<file path="src/rtl/horner_poly_eval_if.sv">
// Bus bundle for horner_poly_eval: coefficient load, x request, external
// multiplier hookup, y result, plus an FSM state debug tap.
interface horner_poly_eval_if #(
  parameter int DW = 32,
  parameter int AW = 3
);
  // Both x and y handshakes transfer on a rising clk edge where valid && ready;
  // the producer holds valid and data stable until that edge.
  logic          coef_we;
  logic [AW-1:0] coef_addr;
  logic [DW-1:0] coef_data;
  logic          x_valid;
  logic          x_ready;
  logic [DW-1:0] x_data;
  logic [AW-1:0] degree;
  logic [DW-1:0] mul_a;
  logic [DW-1:0] mul_b;
  logic [DW-1:0] mul_result;
  logic          y_valid;
  logic          y_ready;
  logic [DW-1:0] y_data;
  logic          y_ovf;
  logic [1:0]    fsm_state;

  modport master (
    output coef_we, coef_addr, coef_data, x_valid, x_data, degree,
           mul_result, y_ready,
    input  x_ready, mul_a, mul_b, y_valid, y_data, y_ovf, fsm_state
  );

  modport slave (
    input  coef_we, coef_addr, coef_data, x_valid, x_data, degree,
           mul_result, y_ready,
    output x_ready, mul_a, mul_b, y_valid, y_data, y_ovf, fsm_state
  );
endinterface

</file>
<file path="src/rtl/horner_poly_eval.sv">
// Sequential Horner polynomial evaluator on Q10.21 words, one step per clock.
// Define HORNER_SAT_EN for saturating adds with a sticky overflow flag.
module horner_poly_eval #(
  parameter int MAX_DEGREE = 7,
  parameter int DW         = 32,
  parameter int AW         = 3
) (
  input logic               clk,
  input logic               rst_n,
  horner_poly_eval_if.slave bus
);
  typedef enum logic [1:0] {
    IDLE = 2'd0,
    RUN  = 2'd1,
    DONE = 2'd2
  } state_t;

  state_t        state;
  logic [DW-1:0] coef [MAX_DEGREE+1];
  logic [DW-1:0] acc;
  logic [DW-1:0] x_reg;
  logic [AW-1:0] idx;
  logic          ovf;
  logic          x_ready_r;
  logic          y_valid_r;

  logic          accept;
  logic          coef_wr;
  logic [AW-1:0] deg_c;
  logic [DW-1:0] coef_idx;
  logic [DW-1:0] sum;
  logic [DW-1:0] add_res;
  logic          add_ovf;

  assign accept   = x_ready_r && bus.x_valid;
  assign deg_c    = (int'(bus.degree) > MAX_DEGREE) ? AW'(MAX_DEGREE) : bus.degree;
  // A write loses to a same-cycle accept so the evaluation sees a stable file.
  assign coef_wr  = (state == IDLE) && !accept && bus.coef_we &&
                    (int'(bus.coef_addr) <= MAX_DEGREE);
  assign coef_idx = coef[idx];
  assign sum      = bus.mul_result + coef_idx;

`ifdef HORNER_SAT_EN
  assign add_ovf = (bus.mul_result[DW-1] == coef_idx[DW-1]) &&
                   (sum[DW-1] != bus.mul_result[DW-1]);
  assign add_res = !add_ovf ? sum :
                   bus.mul_result[DW-1] ? {1'b1, {(DW-1){1'b0}}} : {1'b0, {(DW-1){1'b1}}};
`else
  assign add_ovf = 1'b0;
  assign add_res = sum;
`endif

  always_ff @(posedge clk or negedge rst_n) begin
    if (!rst_n) begin
      state     <= IDLE;
      acc       <= '0;
      x_reg     <= '0;
      idx       <= '0;
      ovf       <= 1'b0;
      x_ready_r <= 1'b1;
      y_valid_r <= 1'b0;
      for (int i = 0; i <= MAX_DEGREE; i++) begin
        coef[i] <= '0;
      end
    end else begin
      if (coef_wr) begin
        coef[bus.coef_addr] <= bus.coef_data;
      end
      case (state)
        IDLE: begin
          if (accept) begin
            x_reg     <= bus.x_data;
            acc       <= coef[deg_c];
            idx       <= deg_c - 1'b1;
            ovf       <= 1'b0;
            x_ready_r <= 1'b0;
            if (deg_c == '0) begin
              state     <= DONE;
              y_valid_r <= 1'b1;
            end else begin
              state <= RUN;
            end
          end
        end
        RUN: begin
          acc <= add_res;
          ovf <= ovf | add_ovf;
          if (idx == '0) begin
            state     <= DONE;
            y_valid_r <= 1'b1;
          end else begin
            idx <= idx - 1'b1;
          end
        end
        DONE: begin
          if (bus.y_ready) begin
            state     <= IDLE;
            y_valid_r <= 1'b0;
            x_ready_r <= 1'b1;
          end
        end
        default: begin
          state     <= IDLE;
          y_valid_r <= 1'b0;
          x_ready_r <= 1'b1;
        end
      endcase
    end
  end

  // Multiplier operands come straight from registers; its product returns in the same cycle.
  assign bus.mul_a     = acc;
  assign bus.mul_b     = x_reg;
  assign bus.x_ready   = x_ready_r;
  assign bus.y_valid   = y_valid_r;
  assign bus.y_data    = acc;
  assign bus.y_ovf     = ovf && y_valid_r;
  assign bus.fsm_state = state;
endmodule

</file>
<file path="src/flat_wrapper.sv">
// flat-port wrapper written by rule: the top's interface ports become plain ports
module horner_poly_eval_flat 
#(
  parameter int MAX_DEGREE = 7,
  parameter int DW         = 32,
  parameter int AW         = 3
)
  (clk, rst_n, bus_coef_we, bus_coef_addr, bus_coef_data, bus_x_valid, bus_x_data, bus_degree, bus_mul_result, bus_y_ready, bus_x_ready, bus_mul_a, bus_mul_b, bus_y_valid, bus_y_data, bus_y_ovf, bus_fsm_state);
  horner_poly_eval_if #(.DW(DW), .AW(AW)) bus_i ();
  input logic clk;
  input logic rst_n;
  input wire logic [$bits(bus_i.coef_we)-1:0] bus_coef_we;
  input wire logic [$bits(bus_i.coef_addr)-1:0] bus_coef_addr;
  input wire logic [$bits(bus_i.coef_data)-1:0] bus_coef_data;
  input wire logic [$bits(bus_i.x_valid)-1:0] bus_x_valid;
  input wire logic [$bits(bus_i.x_data)-1:0] bus_x_data;
  input wire logic [$bits(bus_i.degree)-1:0] bus_degree;
  input wire logic [$bits(bus_i.mul_result)-1:0] bus_mul_result;
  input wire logic [$bits(bus_i.y_ready)-1:0] bus_y_ready;
  output wire logic [$bits(bus_i.x_ready)-1:0] bus_x_ready;
  output wire logic [$bits(bus_i.mul_a)-1:0] bus_mul_a;
  output wire logic [$bits(bus_i.mul_b)-1:0] bus_mul_b;
  output wire logic [$bits(bus_i.y_valid)-1:0] bus_y_valid;
  output wire logic [$bits(bus_i.y_data)-1:0] bus_y_data;
  output wire logic [$bits(bus_i.y_ovf)-1:0] bus_y_ovf;
  output wire logic [$bits(bus_i.fsm_state)-1:0] bus_fsm_state;
  assign bus_i.coef_we = bus_coef_we;
  assign bus_i.coef_addr = bus_coef_addr;
  assign bus_i.coef_data = bus_coef_data;
  assign bus_i.x_valid = bus_x_valid;
  assign bus_i.x_data = bus_x_data;
  assign bus_i.degree = bus_degree;
  assign bus_i.mul_result = bus_mul_result;
  assign bus_i.y_ready = bus_y_ready;
  assign bus_x_ready = bus_i.x_ready;
  assign bus_mul_a = bus_i.mul_a;
  assign bus_mul_b = bus_i.mul_b;
  assign bus_y_valid = bus_i.y_valid;
  assign bus_y_data = bus_i.y_data;
  assign bus_y_ovf = bus_i.y_ovf;
  assign bus_fsm_state = bus_i.fsm_state;
  horner_poly_eval #(.MAX_DEGREE(MAX_DEGREE), .DW(DW), .AW(AW)) u_core (.clk(clk), .rst_n(rst_n), .bus(bus_i));
endmodule
</file>
<file path="config.mk">
export PLATFORM = sky130hd
export DESIGN_NAME = horner_poly_eval_flat
export DESIGN_NICKNAME = d
export VERILOG_FILES = /design/src/rtl/horner_poly_eval_if.sv /design/src/rtl/horner_poly_eval.sv /design/src/flat_wrapper.sv
export SDC_FILE = /design/constraint.sdc
export NUM_CORES = 1
export LEC_CHECK = 0
export ABC_AREA = 0
export CORE_MARGIN = 4
export CORE_UTILIZATION = 32
export CTS_CLUSTER_SIZE = 14
export DETAILED_ROUTE_END_ITERATION = 10
export DONT_BUFFER_PORTS = 1
export GPL_TIMING_DRIVEN = 0
export PLACE_DENSITY = 0.58
export SLEW_MARGIN = 40
export SYNTH_ARGS = -nofsm -noshare
export SYNTH_HDL_FRONTEND = slang
export SYNTH_SLANG_ARGS = --single-unit
</file>
<file path="constraint.sdc">
create_clock -name clk -period 8.6 [get_ports clk]
set_input_delay 1.72 -clock clk [delete_from_list [all_inputs] [get_ports clk]]
set_output_delay 1.72 -clock clk [all_outputs]
set_load 0.01 [all_outputs]
</file>
==> results of run 1 <==
## logic make-up (layout without fill, tap and decap cells)
group                      count (synthesis)  in the layout
muxes                                    448            448
DFF                                      327            327
other                                      1              7
xor gates and xnor gates                  27             27
AOI/OAI and AO/OA                        161            161
adders and majority gates                 33             33
buffers and inverters                    139            209
and+or+nand+nor                          236            236
## per-stage QoR
| stage | cell area [µm²] | setup slack (ns) |
|---|---|---|
| after floorplan | 18060 | 4.619 |
| after global placement | 18990 | 3.585 |
| after detailed placement | 19030 | 3.573 |
| after CTS | 20390 | 3.548 |
| after global routing | 20390 | 3.263 |
| final | 20410 | 3.447 |
## path summary, 6_finish.rpt
kind	slack (ns)	endpoint	from	cells past startpoint
min in group asynchronous	0.87	u_core.coef[17]$_DFFE_PN0P_	rst_n	0
worst min-delay path	0.52	u_core.coef[169]$_DFFE_PN0P_	u_core.coef[169]$_DFFE_PN0P_	1
worst min register to register	0.52	u_core.coef[169]$_DFFE_PN0P_	u_core.coef[169]$_DFFE_PN0P_	1
worst max register to register	3.45	u_core.bus.mul_a[24]$_DFFE_PN0P_	u_core.idx[1]$_DFFE_PN0P_	14
max in group asynchronous	7.09	u_core.bus.mul_b[30]$_DFFE_PN0P_	rst_n	0
worst max-delay path	3.45	u_core.bus.mul_a[24]$_DFFE_PN0P_	u_core.idx[1]$_DFFE_PN0P_	14
## registers in the layout, summed over array words and instances, names as in the netlist
| signal | flops |
|---|---|
| u_core.bus.y_valid | 1 |
| u_core.bus.x_ready | 1 |
| u_core.idx | 3 |
| u_core.bus.mul_b | 32 |
| u_core.bus.mul_a | 32 |
| u_core.coef | 256 |
| u_core.bus.fsm_state | 2 |
## final cells by class
cell class / instances / area [µm²]
Antenna cell: 6 / 15.01
Tap cell: 748 / 935.9
Clock buffer: 59 / 1194
Multi-Input combinational cell: 906 / 9210
Buffer: 129 / 670.6
Clock inverter: 11 / 160.2
Fill cell: 5378 / 35120
Inverter: 10 / 37.54
Sequential cell: 327 / 8184
## power by group through the flow
stage	clock network, mW	logic (mW)	registers (mW)
detailed placement	0	4.27	3.02
CTS	1.79	4.30	3.00
finish	1.74	4.31	3.00
global route	1.85	4.68	3.11
floorplan	0	3.39	2.76
global placement	0	4.21	2.95
## cells in the mapped netlist, types with 23 or more instances
| cell type | number |
|---|---|
| nor2_1 | 23 |
| mux2_2 | 287 |
| buf_1 | 27 |
| a21oi_1 | 36 |
| o211ai_1 | 27 |
| o21ai_0 | 31 |
| nand2_1 | 154 |
| mux4_2 | 128 |
| clkbuf_1 | 51 |
| mux2i_1 | 33 |
| ha_1 | 32 |
| dfrtp_1 | 326 |
| buf_4 | 33 |
## worst max-delay path: cells and delay by family (launching register included)
family | cells | cell delay (ns)
AOI/OAI and AO/OA | 5 | 1.32
buffers and inverters | 2 | 1.22
muxes | 2 | 0.68
adders and majority gates | 2 | 0.64
and+or+nand+nor | 2 | 0.55
DFF | 1 | 0.41
xor gates and xnor gates | 1 | 0.18
## per-layer routing
metal,vias to the layer above,global-route usage (%),wire length [µm]
li1,5230,-,-
met1,6327,24.12,23470
met2,424,30.12,26520
met3,94,5.452,4725
met4,6,6.074,1551
met5,-,0,54
==> metrics.md, run 1 <==
| Metric | Value |
|---|---|
| Final #Nets | `~1600` |
| Required @ worst endpoint | `9.01 ns` |
| DR vias/cell | `5.501` |
| Worst-skew pair later-pin latency | `approximately 0.56 ns` |
| Commonest non-fill, non-tap cell in the layout | `dfrtp_1` |
| Pin count of the biggest net entering global routing | `about 330` |
| Syn Inst Count | `about 1400` |
| Pwr/cell area | `about 440 nW/µm²` |
| Cts bufs inserted | `40` |
| Layout cells sized above 1 | `between 30% and 40%` |
| Vias in the first global route | `around 13000` |
| First-pass GRT wire length | `83.82 mm` |
| Vias | `approximately 12000` |
| Clock-pin slew on the worst setup and hold paths | `roughly 0.060 ns` |
| Worst vdd ir | `roughly 0.00019 V` |
| Max-slew headroom | `about 40%` |
| Crit path kind | `flip-flop to flip-flop` |
| Post-Syn Nets | `between 1500 and 2000` |
| Yosys top cell area share | `between 40% and 50%` |
| Sw frac | `between 30% and 40%` |
| CTS tree | `done` |
| Setup TNS | `0 ns` |
| Post-Route WL | `56.32 mm` |
| Skew final | `0.01508 ns` |
| Most frequent cells in the layout | `dfrtp_1 (326), mux2_2 (287), nand2_1 (154)` |
| Min-Delay Path Class | `flip-flop to flip-flop` |
| Final setup viols | `0` |
| Initial Utilization | `around 33%` |
| Leakage power total | `approximately 8.5 nW` |
| Hold Slack | `0.5226 ns` |
| Max Slew Vio Count | `0` |
| Syn_area_per_cell | `13.16 µm²` |
| H-tree depth | `2` |
| CP most frequent cell | `buf_1` |
| Synth Flop Type | `dfrtp_1` |
| Number of DRC markers in iteration 0 | `~880` |
| Mux share of post-synthesis cell area | `a little over a third` |
| Total grt overflow | `0` |
| # placed instances | `2120` |
| Row count | `86` |
| Minimum clock period | `5.153 ns` |
| Async set-reset flop share out of synthesis | `100.0%` |
| Netlist cell types | `64` |
| Cts hold-fix bufs | `0` |
| Total clock sinks | `327` |
| Int Pwr | `about 5.6 mW` |
| Area delta synth->final | `13.01%` |
| First drt pass iteration count | `5` |
| # Max-Cap Violations | `0` |
| Slowest stage delay, CP | `~0.73 ns` |
| Post-Synth Simple-Gate Area | `around 5.7%` |
| Port buffer count | `0` |
| Total power | `slightly above 9 mW` |
| Sequential fraction of design power | `between 30% and 40%` |
| Combinational share of power | `between 40% and 50%` |
| XOR/XNOR Fraction of Synth Area | `1.310%` |
| Synth area leaders | `dfrtp_1 (45%), mux2_2 (18%), mux4_2 (16%)` |
| Final hold violations | `0` |
| Area share of fa/ha/maj cells after synthesis | `2.328%` |
| Root Buffer | `clkbuf_16` |
| Post-CTS setup buffer count | `0` |
| Yosys reg bits | `around 330` |
| RSZ-0062 raised after global routing | `false` |
| WP data arrival | `5.57 ns` |
| Cell Chain, Critical Path | `buf_1 > buf_1 > mux4_2 > mux2_2 > ha_1 > fa_1 > a21o_1 > a221oi_2 > nor3_1 > nor2_1 > o31ai_1 > a211oi_1 > xor2_1 > o21ai_1` |
| Routability cong. | `between 0.8 and 0.9` |
| Die H | `245.6 µm` |
| Cell area after synthesis | `about 18000 µm²` |
| Fin util | `between 30% and 40%` |
| Post-synth EDFFs | `0` |
| Max Root-Sink Buffers | `3` |
| WL/cell | `25.65 µm` |
| Synthesis Warnings | `0` |
| Remaining DRCs | `0` |
| Final Non-Filler Cells | `between 2000 and 2500` |
| CP Max Fanout | `10` |
| Final Cycle Share | `approximately 60%` |
| Register area share after synthesis | `around 45%` |
| Resize count post-CTS | `0` |
| Compound-Gate Fraction of Synth Area | `between 5 and 6%` |
| Die width | `245.6 µm` |
| Die Area | `~60000 µm²` |
| Sw power | `around 3.5 mW` |
| Status | `finished, final reports clean` |
| Post-synth top area cell | `dfrtp_1` |
| Least-Margin Pin Slew | `0.9027 ns` |
| Clock network power share | `between 10% and 20%` |
| Core Box Area | `~56000 µm²` |
| Crit path launch type | `flip-flop` |
| Largest family of logic cells by synthesized area | `multiplexers` |
| Antenna violations before repair | `8` |
| FMAX | `0.1941 GHz` |
| Critical-path cell with the highest stage delay | `buf_1` |
| # IOs | `208` |
| GR Util All Layers | `approximately a fifth` |
| Crit path capture type | `flip-flop` |
| ANT nets after route | `0` |
| Post-DP HPWL | `between 30 and 40 mm` |
No activity file was read; power rests on OpenSTA's default activity.
==> run 2: changes to the inputs <==
==> constraint.sdc (replaced) <==
create_clock -name clk -period 5.25 [get_ports clk]
set_input_delay 1.05 -clock clk [delete_from_list [all_inputs] [get_ports clk]]
set_output_delay 1.05 -clock clk [all_outputs]
set_load 0.01 [all_outputs]
==> run 2 against run 1 <==
Effect of this change:
- register-to-register slack got worse by 3.1 ns
- first-iteration DRC count decreased by 1.4%
- power increased by 64%
- global-route usage unchanged
- clock skew increased by 0.0025 ns
==> metrics.md, run 2 (synthesis results as in run 1) <==
| Metric | Value |
|---|---|
| Status | `finished, final reports clean` |
| Core Box Area | `55520 µm² (unchanged)` |
| Most frequent cells in the layout | `dfrtp_1 (326), mux2_2 (287), nand2_1 (154)` |
| Skew final | `0.01761 ns (+0.002527 ns)` |
| Area delta synth->final | `13.03% (about the same)` |
| Minimum clock period | `4.868 ns (-0.2842 ns)` |
| Met1 Usage GRT | `24.12% (unchanged)` |
| Worst-skew pair later-pin latency | `0.56 ns (about the same)` |
| RSZ-0062 raised after global routing | `false` |
| Final Cycle Share | `92.73% (+33 points)` |
| Pin count of the biggest net entering global routing | `328 (unchanged)` |
| Commonest non-fill, non-tap cell in the layout | `dfrtp_1` |
| GR Layer Usage met3 | `5.452% (unchanged)` |
| Vias | `12070 (-0.091%)` |
| Layout cells sized above 1 | `39.88% (+0.069 points)` |
| Worst r2r path cells | `14 (unchanged)` |
| Setup crit end | `u_core.bus.mul_a[24]$_DFFE_PN0P_` |
| FMAX | `0.2054 GHz (+5.8%)` |
| # IOs | `208 (unchanged)` |
| First-pass GRT wire length | `83.82 mm (unchanged)` |
| Antenna violations before repair | `8 (unchanged)` |
| Area of the multi-input gates | `9210 µm² (unchanged)` |
| Post-Route WL | `56.40 mm (+0.13%)` |
| Clock-pin slew on the worst setup and hold paths | `0.06 ns (about the same)` |
| Die Area | `60290 µm² (unchanged)` |
| First drt pass iteration count | `5 (unchanged)` |
| Die width | `245.6 µm (unchanged)` |
| # Max-Cap Violations | `0 (unchanged)` |
| Final hold violations | `0 (unchanged)` |
| Worst vdd ir | `0.0003055 V (+64%)` |
| WL/cell | `25.68 µm (+0.13%)` |
| Routability cong. | `0.8218 (unchanged)` |
| Port buffer count | `0 (unchanged)` |
| Vias in the first global route | `12588 (unchanged)` |
| Crit path capture type | `flip-flop` |
| Row count | `86 (unchanged)` |
| CTS tree | `done` |
| Remaining DRCs | `0 (unchanged)` |
| Total power | `14.83 mW (+64%)` |
| Pwr/cell area | `726.6 nW/µm² (+64%)` |
| Crit path kind | `flip-flop to flip-flop` |
| Top reg by flops | `u_core.coef` |
| Die H | `245.6 µm (unchanged)` |
| Total clock sinks | `327 (unchanged)` |
| Root Buffer | `clkbuf_16` |
| FF/Latch Area | `8184 µm² (unchanged)` |
| DR vias/cell | `5.496 (about the same)` |
| RR Endpoint | `u_core.bus.mul_a[24]$_DFFE_PN0P_` |
| Post-DP HPWL | `38.96 mm (unchanged)` |
| Hold Slack | `0.2024 ns (-0.3201 ns)` |
| R2R Path Start | `u_core.idx[1]$_DFFE_PN0P_` |
| ANT nets after route | `0 (unchanged)` |
| Layout fillers | `5376 (-0.037%)` |
| Number of DRC markers in iteration 0 | `863 (-1.4%)` |
| Max-slew headroom | `39.98% (+0.17 points)` |
| H-tree depth | `2 (unchanged)` |
| Total grt overflow | `0 (unchanged)` |
| Leakage power total | `8.489 nW (about the same)` |
| Post-CTS setup buffer count | `0 (unchanged)` |
| Fin util | `36.76% (about the same)` |
| Max FFs per register | `256 (unchanged)` |
| Max Slew Vio Count | `0 (unchanged)` |
| Min-Delay Path Class | `input pin to async pin` |
| Setup TNS | `0 ns (unchanged)` |
| Least-Margin Pin Slew | `0.9002 ns (-0.002477 ns)` |
| GR Util All Layers | `18.61% (unchanged)` |
| Initial Utilization | `32.52% (unchanged)` |
| Max Root-Sink Buffers | `3 (unchanged)` |
| Cts bufs inserted | `40 (unchanged)` |
| Crit path launch type | `flip-flop` |
| CP Max Fanout | `10 (unchanged)` |
| Flop2flop setup slack | `0.38 ns (-3.07 ns)` |
| Final #Nets | `1554 (unchanged)` |
| Layer with the highest usage | `met2` |
| GR Util met2 | `30.12% (unchanged)` |
| Crit. Startpoint | `u_core.idx[1]$_DFFE_PN0P_` |
| Final setup viols | `0 (unchanged)` |
| Required @ worst endpoint | `5.67 ns (-3.34 ns)` |
| WP data arrival | `5.29 ns (-0.28 ns)` |
==> run 2: changes by cell type in the layout (fill, tap and decap cells not counted) <==
cell / change
buf_1: -1
clkbuf_4: +1
buf_2: -1
clkbuf_2: +1
==> run 2: timing repair <==
action	CTS	global route
hold buffers	0	0
endpoints found under the setup margin	0	1
resized for setup	0	3
==> run 2: final cells by class <==
class                      instances  share of cell area, %
buffer                           129                  3.304
clock inverter                    11                 0.7847
antenna                            6                0.07356
multi-input combinational        906                  45.12
clock buffer                      59                  5.848
tap                              748                  4.585
inverter                          10                 0.1839
sequential                       327                  40.10
==> run 2: worst min-delay path by stage <==
stage                                       from                           end  cells after the start
finish                                     rst_n   u_core.coef[17]$_DFFE_PN0P_                      0
global route                               rst_n   u_core.coef[17]$_DFFE_PN0P_                      0
CTS                                        rst_n   u_core.coef[17]$_DFFE_PN0P_                      0
detailed placement  u_core.coef[185]$_DFFE_PN0P_  u_core.coef[185]$_DFFE_PN0P_                      1
global placement    u_core.coef[238]$_DFFE_PN0P_  u_core.coef[238]$_DFFE_PN0P_                      1
floorplan           u_core.coef[160]$_DFFE_PN0P_  u_core.coef[160]$_DFFE_PN0P_                      1
==> run 2: through the flow <==
step           setup slack, ns  instance area, µm²  cells
2_1_floorplan            1.269               18060   1372
3_5_place_dp            0.2225               19030   2120
4_1_cts                 0.1984               20390   2190
6_report                0.3817               20410   2196
5_1_grt                0.08526               20400   2191
3_3_place_gp            0.2349               18990   2120
==> run 2: worst max-delay path: stages, from the launching register on <==
cell and delay, ns:
dfrtp_1 0.41, buf_1 0.49, clkbuf_2 0.48, mux4_2 0.36
mux2_2 0.28, ha_1 0.23, fa_1 0.42, a21o_1 0.22
a221oi_2 0.45, nor3_1 0.20, nor2_1 0.35, o31ai_1 0.23
a211oi_1 0.35, xor2_1 0.18, o21ai_1 0.07
==> run 2: power by group <==
part / switching, mW / internal, mW
clock: 1.10 / 1.76
sequential: 1.12 / 3.79
combinational: 3.47 / 3.59
total: 5.68 / 9.15
==> run 2: per-layer routing <==
metal	wire length (µm)	vias to the layer above
met2	26610	400
met4	1553	6
met3	4653	96
met5	54	-
met1	23530	6339
li1	-	5229
==> run 3: changes to the inputs <==
--- a/config.mk
+++ b/config.mk
@@ -12,6 +12,7 @@
 export DETAILED_ROUTE_END_ITERATION = 10
 export DONT_BUFFER_PORTS = 1
 export GPL_TIMING_DRIVEN = 0
+export MAX_ROUTING_LAYER = met4
 export PLACE_DENSITY = 0.58
 export SLEW_MARGIN = 40
 export SYNTH_ARGS = -nofsm -noshare
==> run 3 against run 2 <==
Effect of this change:
- register-to-register slack improved by 0.02 ns
- cell area about the same
- power hardly changed
- clock power hardly changed
- highest routed layer is now met4
- critical endpoint is now u_core.bus.mul_a[27]$_DFFE_PN0P_
- cell count up 0.14%
- largest power group unchanged
- critical path depth up 1
- wire length down 0.15%
- global-route usage increased by 0.56 points
- sequential share of layout area about the same
==> metrics.md, run 3 (synthesis results as in run 1) <==
| Metric | Value |
|---|---|
| Status | `finished, final reports clean` |
| CP Max Fanout | `10 (unchanged)` |
| Pin count of the biggest net entering global routing | `328 (unchanged)` |
| Metal2 WL | `26.77 mm (+0.61%)` |
| First-pass GRT wire length | `83.86 mm (about the same)` |
| Final Cell Area | `20420 µm² (about the same)` |
| Post-DP HPWL | `38.96 mm (unchanged)` |
| Combinational share of power | `47.6% (about the same)` |
| Slowest stage delay, CP | `0.58 ns (+0.09 ns)` |
| Remaining DRCs | `0 (unchanged)` |
| Layout fillers | `5374 (-0.037%)` |
| Cts hold-fix bufs | `0 (unchanged)` |
| Max FFs per register | `256 (unchanged)` |
| Int Pwr | `9.146 mW (about the same)` |
| Least-Margin Pin Slew | `1.007 ns (+0.1068 ns)` |
| Final setup viols | `0 (unchanged)` |
| Min-Delay Path Class | `input pin to async pin` |
| RSZ-0062 raised after global routing | `false` |
| Post-Route WL | `56.31 mm (-0.15%)` |
| Critical-path cell with the highest stage delay | `a311oi_2` |
| Sw frac | `38.27% (-0.060 points)` |
| Routability cong. | `0.8342 (+1.5%)` |
| Initial Utilization | `32.52% (unchanged)` |
| # placed instances | `2120 (unchanged)` |
| Skew final | `0.01763 ns (+0.00001530 ns)` |
| Pwr/cell area | `725.6 nW/µm² (-0.13%)` |
| Number of DRC markers in iteration 0 | `781 (-9.5%)` |
| Antenna violations before repair | `8 (unchanged)` |
| FF/Latch Area | `8184 µm² (unchanged)` |
| Required @ worst endpoint | `5.68 ns (about the same)` |
| Worst-skew pair later-pin latency | `0.56 ns (about the same)` |
| Leakage power total | `8.489 nW (about the same)` |
| Setup TNS | `0 ns (unchanged)` |
| WL/cell | `25.61 µm (-0.29%)` |
| Sw power | `5.670 mW (-0.25%)` |
| FMAX | `0.2061 GHz (+0.36%)` |
| Total clock sinks | `327 (unchanged)` |
| Root Buffer | `clkbuf_16` |
| Pre-CTS WS | `0.2225 ns (unchanged)` |
| Cts bufs inserted | `40 (unchanged)` |
| Final #Nets | `1554 (unchanged)` |
| Core Box Area | `55520 µm² (unchanged)` |
| Crit path kind | `flip-flop to flip-flop` |
| Max Slew Vio Count | `0 (unchanged)` |
| Port buffer count | `0 (unchanged)` |
| ANT nets after route | `0 (unchanged)` |
| Final WS setup | `0.3990 ns (+0.01733 ns)` |
| CP most frequent cell | `buf_2` |
| Total grt overflow | `0 (unchanged)` |
| Die H | `245.6 µm (unchanged)` |
| Wire length on met1 | `23.39 mm (-0.58%)` |
| Worst vdd ir | `0.0003019 V (-1.2%)` |
| H-tree depth | `2 (unchanged)` |
| Die Area | `60290 µm² (unchanged)` |
| Commonest non-fill, non-tap cell in the layout | `dfrtp_1` |
| Final Non-Filler Cells | `2199 (+0.14%)` |
| Fin util | `36.77% (about the same)` |
| Top reg by flops | `u_core.coef` |
| DR vias/cell | `5.475 (-0.39%)` |
| Crit path capture type | `flip-flop` |
| # Max-Cap Violations | `0 (unchanged)` |
| First drt pass iteration count | `5 (unchanged)` |
| Layout cells sized above 1 | `39.88% (unchanged)` |
| Final hold violations | `0 (unchanged)` |
| Vias | `12039 (-0.26%)` |
| Crit. Startpoint | `u_core.idx[0]$_DFFE_PN0P_` |
| Placed instance area | `19030 µm² (unchanged)` |
| Row count | `86 (unchanged)` |
| Most frequent cells in the layout | `dfrtp_1 (326), mux2_2 (287), nand2_1 (154)` |
| Max Root-Sink Buffers | `3 (unchanged)` |
| Uppermost layer routed | `met4` |
| Clock network power share | `19.3% (about the same)` |
| Clock-pin slew on the worst setup and hold paths | `0.06 ns (about the same)` |
| # IOs | `208 (unchanged)` |
| Cell Chain, Critical Path | `clkbuf_1 > buf_2 > clkbuf_4 > mux4_2 > mux2_2 > ha_1 > buf_2 > and4_1 > nand2_1 > o21ai_0 > a311oi_2 > o21ai_2 > a31oi_4 > nor4_1 > or3b_1` |
| Final Cycle Share | `92.40% (-0.33 points)` |
| Crit path launch type | `flip-flop` |
| Sequential fraction of design power | `33.1% (about the same)` |
| R2R Path Start | `u_core.idx[0]$_DFFE_PN0P_` |
| Minimum clock period | `4.851 ns (-0.01733 ns)` |
| GR Util All Layers | `19.17% (+0.56 points)` |
| WP data arrival | `5.28 ns (about the same)` |
| Area of the multi-input gates | `9210 µm² (unchanged)` |
| Area delta synth->final | `13.07% (about the same)` |
| CTS tree | `done` |
| Die width | `245.6 µm (unchanged)` |
| Vias in the first global route | `12575 (-0.10%)` |
| WL met3 | `4.850 mm (+4.2%)` |
| Max-slew headroom | `32.87% (-7.1 points)` |
==> run 3: critical path: cells and delay by family (launching register included) <==
| kind | cells | cell delay [ns] |
|---|---|---|
| buffers and inverters | 4 | 1.36 |
| AO/OA/AOI/OAI | 4 | 1.21 |
| multiplexers | 2 | 0.81 |
| AND/OR/NAND/NOR | 4 | 0.73 |
| flip-flops | 1 | 0.33 |
| adder cells (fa/ha/maj) | 1 | 0.27 |
==> run 3: through the flow <==
stage               power (mW)  hold slack [ns]
floorplan                10.08           0.4910
CTS                      14.88           0.1885
global placement         11.73           0.4998
finish                   14.82           0.2054
global route             15.80           0.1758
detailed placement       11.95           0.5074
==> run 3: path summary, 6_finish.rpt <==
path / endpoint / slack [ns] / cells after the start
setup / recovery: u_core.bus.mul_a[27]$_DFFE_PN0P_ / 0.40 / 15
hold / removal: u_core.coef[17]$_DFFE_PN0P_ / 0.21 / 0
setup reg to reg: u_core.bus.mul_a[27]$_DFFE_PN0P_ / 0.40 / 15
hold reg to reg: u_core.coef[169]$_DFFE_PN0P_ / 0.52 / 1
max in group asynchronous: u_core.coef[168]$_DFFE_PN0P_ / 4.23 / 0
min in group clk: u_core.coef[169]$_DFFE_PN0P_ / 0.52 / 1
==> run 3: power groups by stage <==
| stage | clock network (mW) | registers, mW | logic, mW |
|---|---|---|---|
| after floorplan | 0 | 4.53 | 5.56 |
| after global placement | 0 | 4.83 | 6.89 |
| after detailed placement | 0 | 4.95 | 7.00 |
| after CTS | 2.93 | 4.91 | 7.04 |
| after global routing | 3.04 | 5.10 | 7.67 |
| final | 2.86 | 4.91 | 7.05 |
==> run 3: final cells by class <==
type | instances | share of cell area, %
antenna | 9 | 0.1103
buffer | 129 | 3.303
clock buffer | 59 | 5.846
clock inverter | 11 | 0.7844
inverter | 10 | 0.1838
multi-input combinational | 906 | 45.11
sequential | 327 | 40.08
tap | 748 | 4.584
==> run 3: per-layer routing <==
metal / vias to the layer above / track usage [%]
li1: 5248 / -
met1: 6284 / 24.04
met2: 426 / 30.22
met3: 81 / 5.637
met4: 0 / 5.874
met5: - / -
==> run 3: repair_timing <==
| action | in CTS | in global routing |
|---|---|---|
| buffers inserted | 0 | 0 |
| resized for setup | 0 | 3 |
| setup endpoints to repair | 0 | 1 |
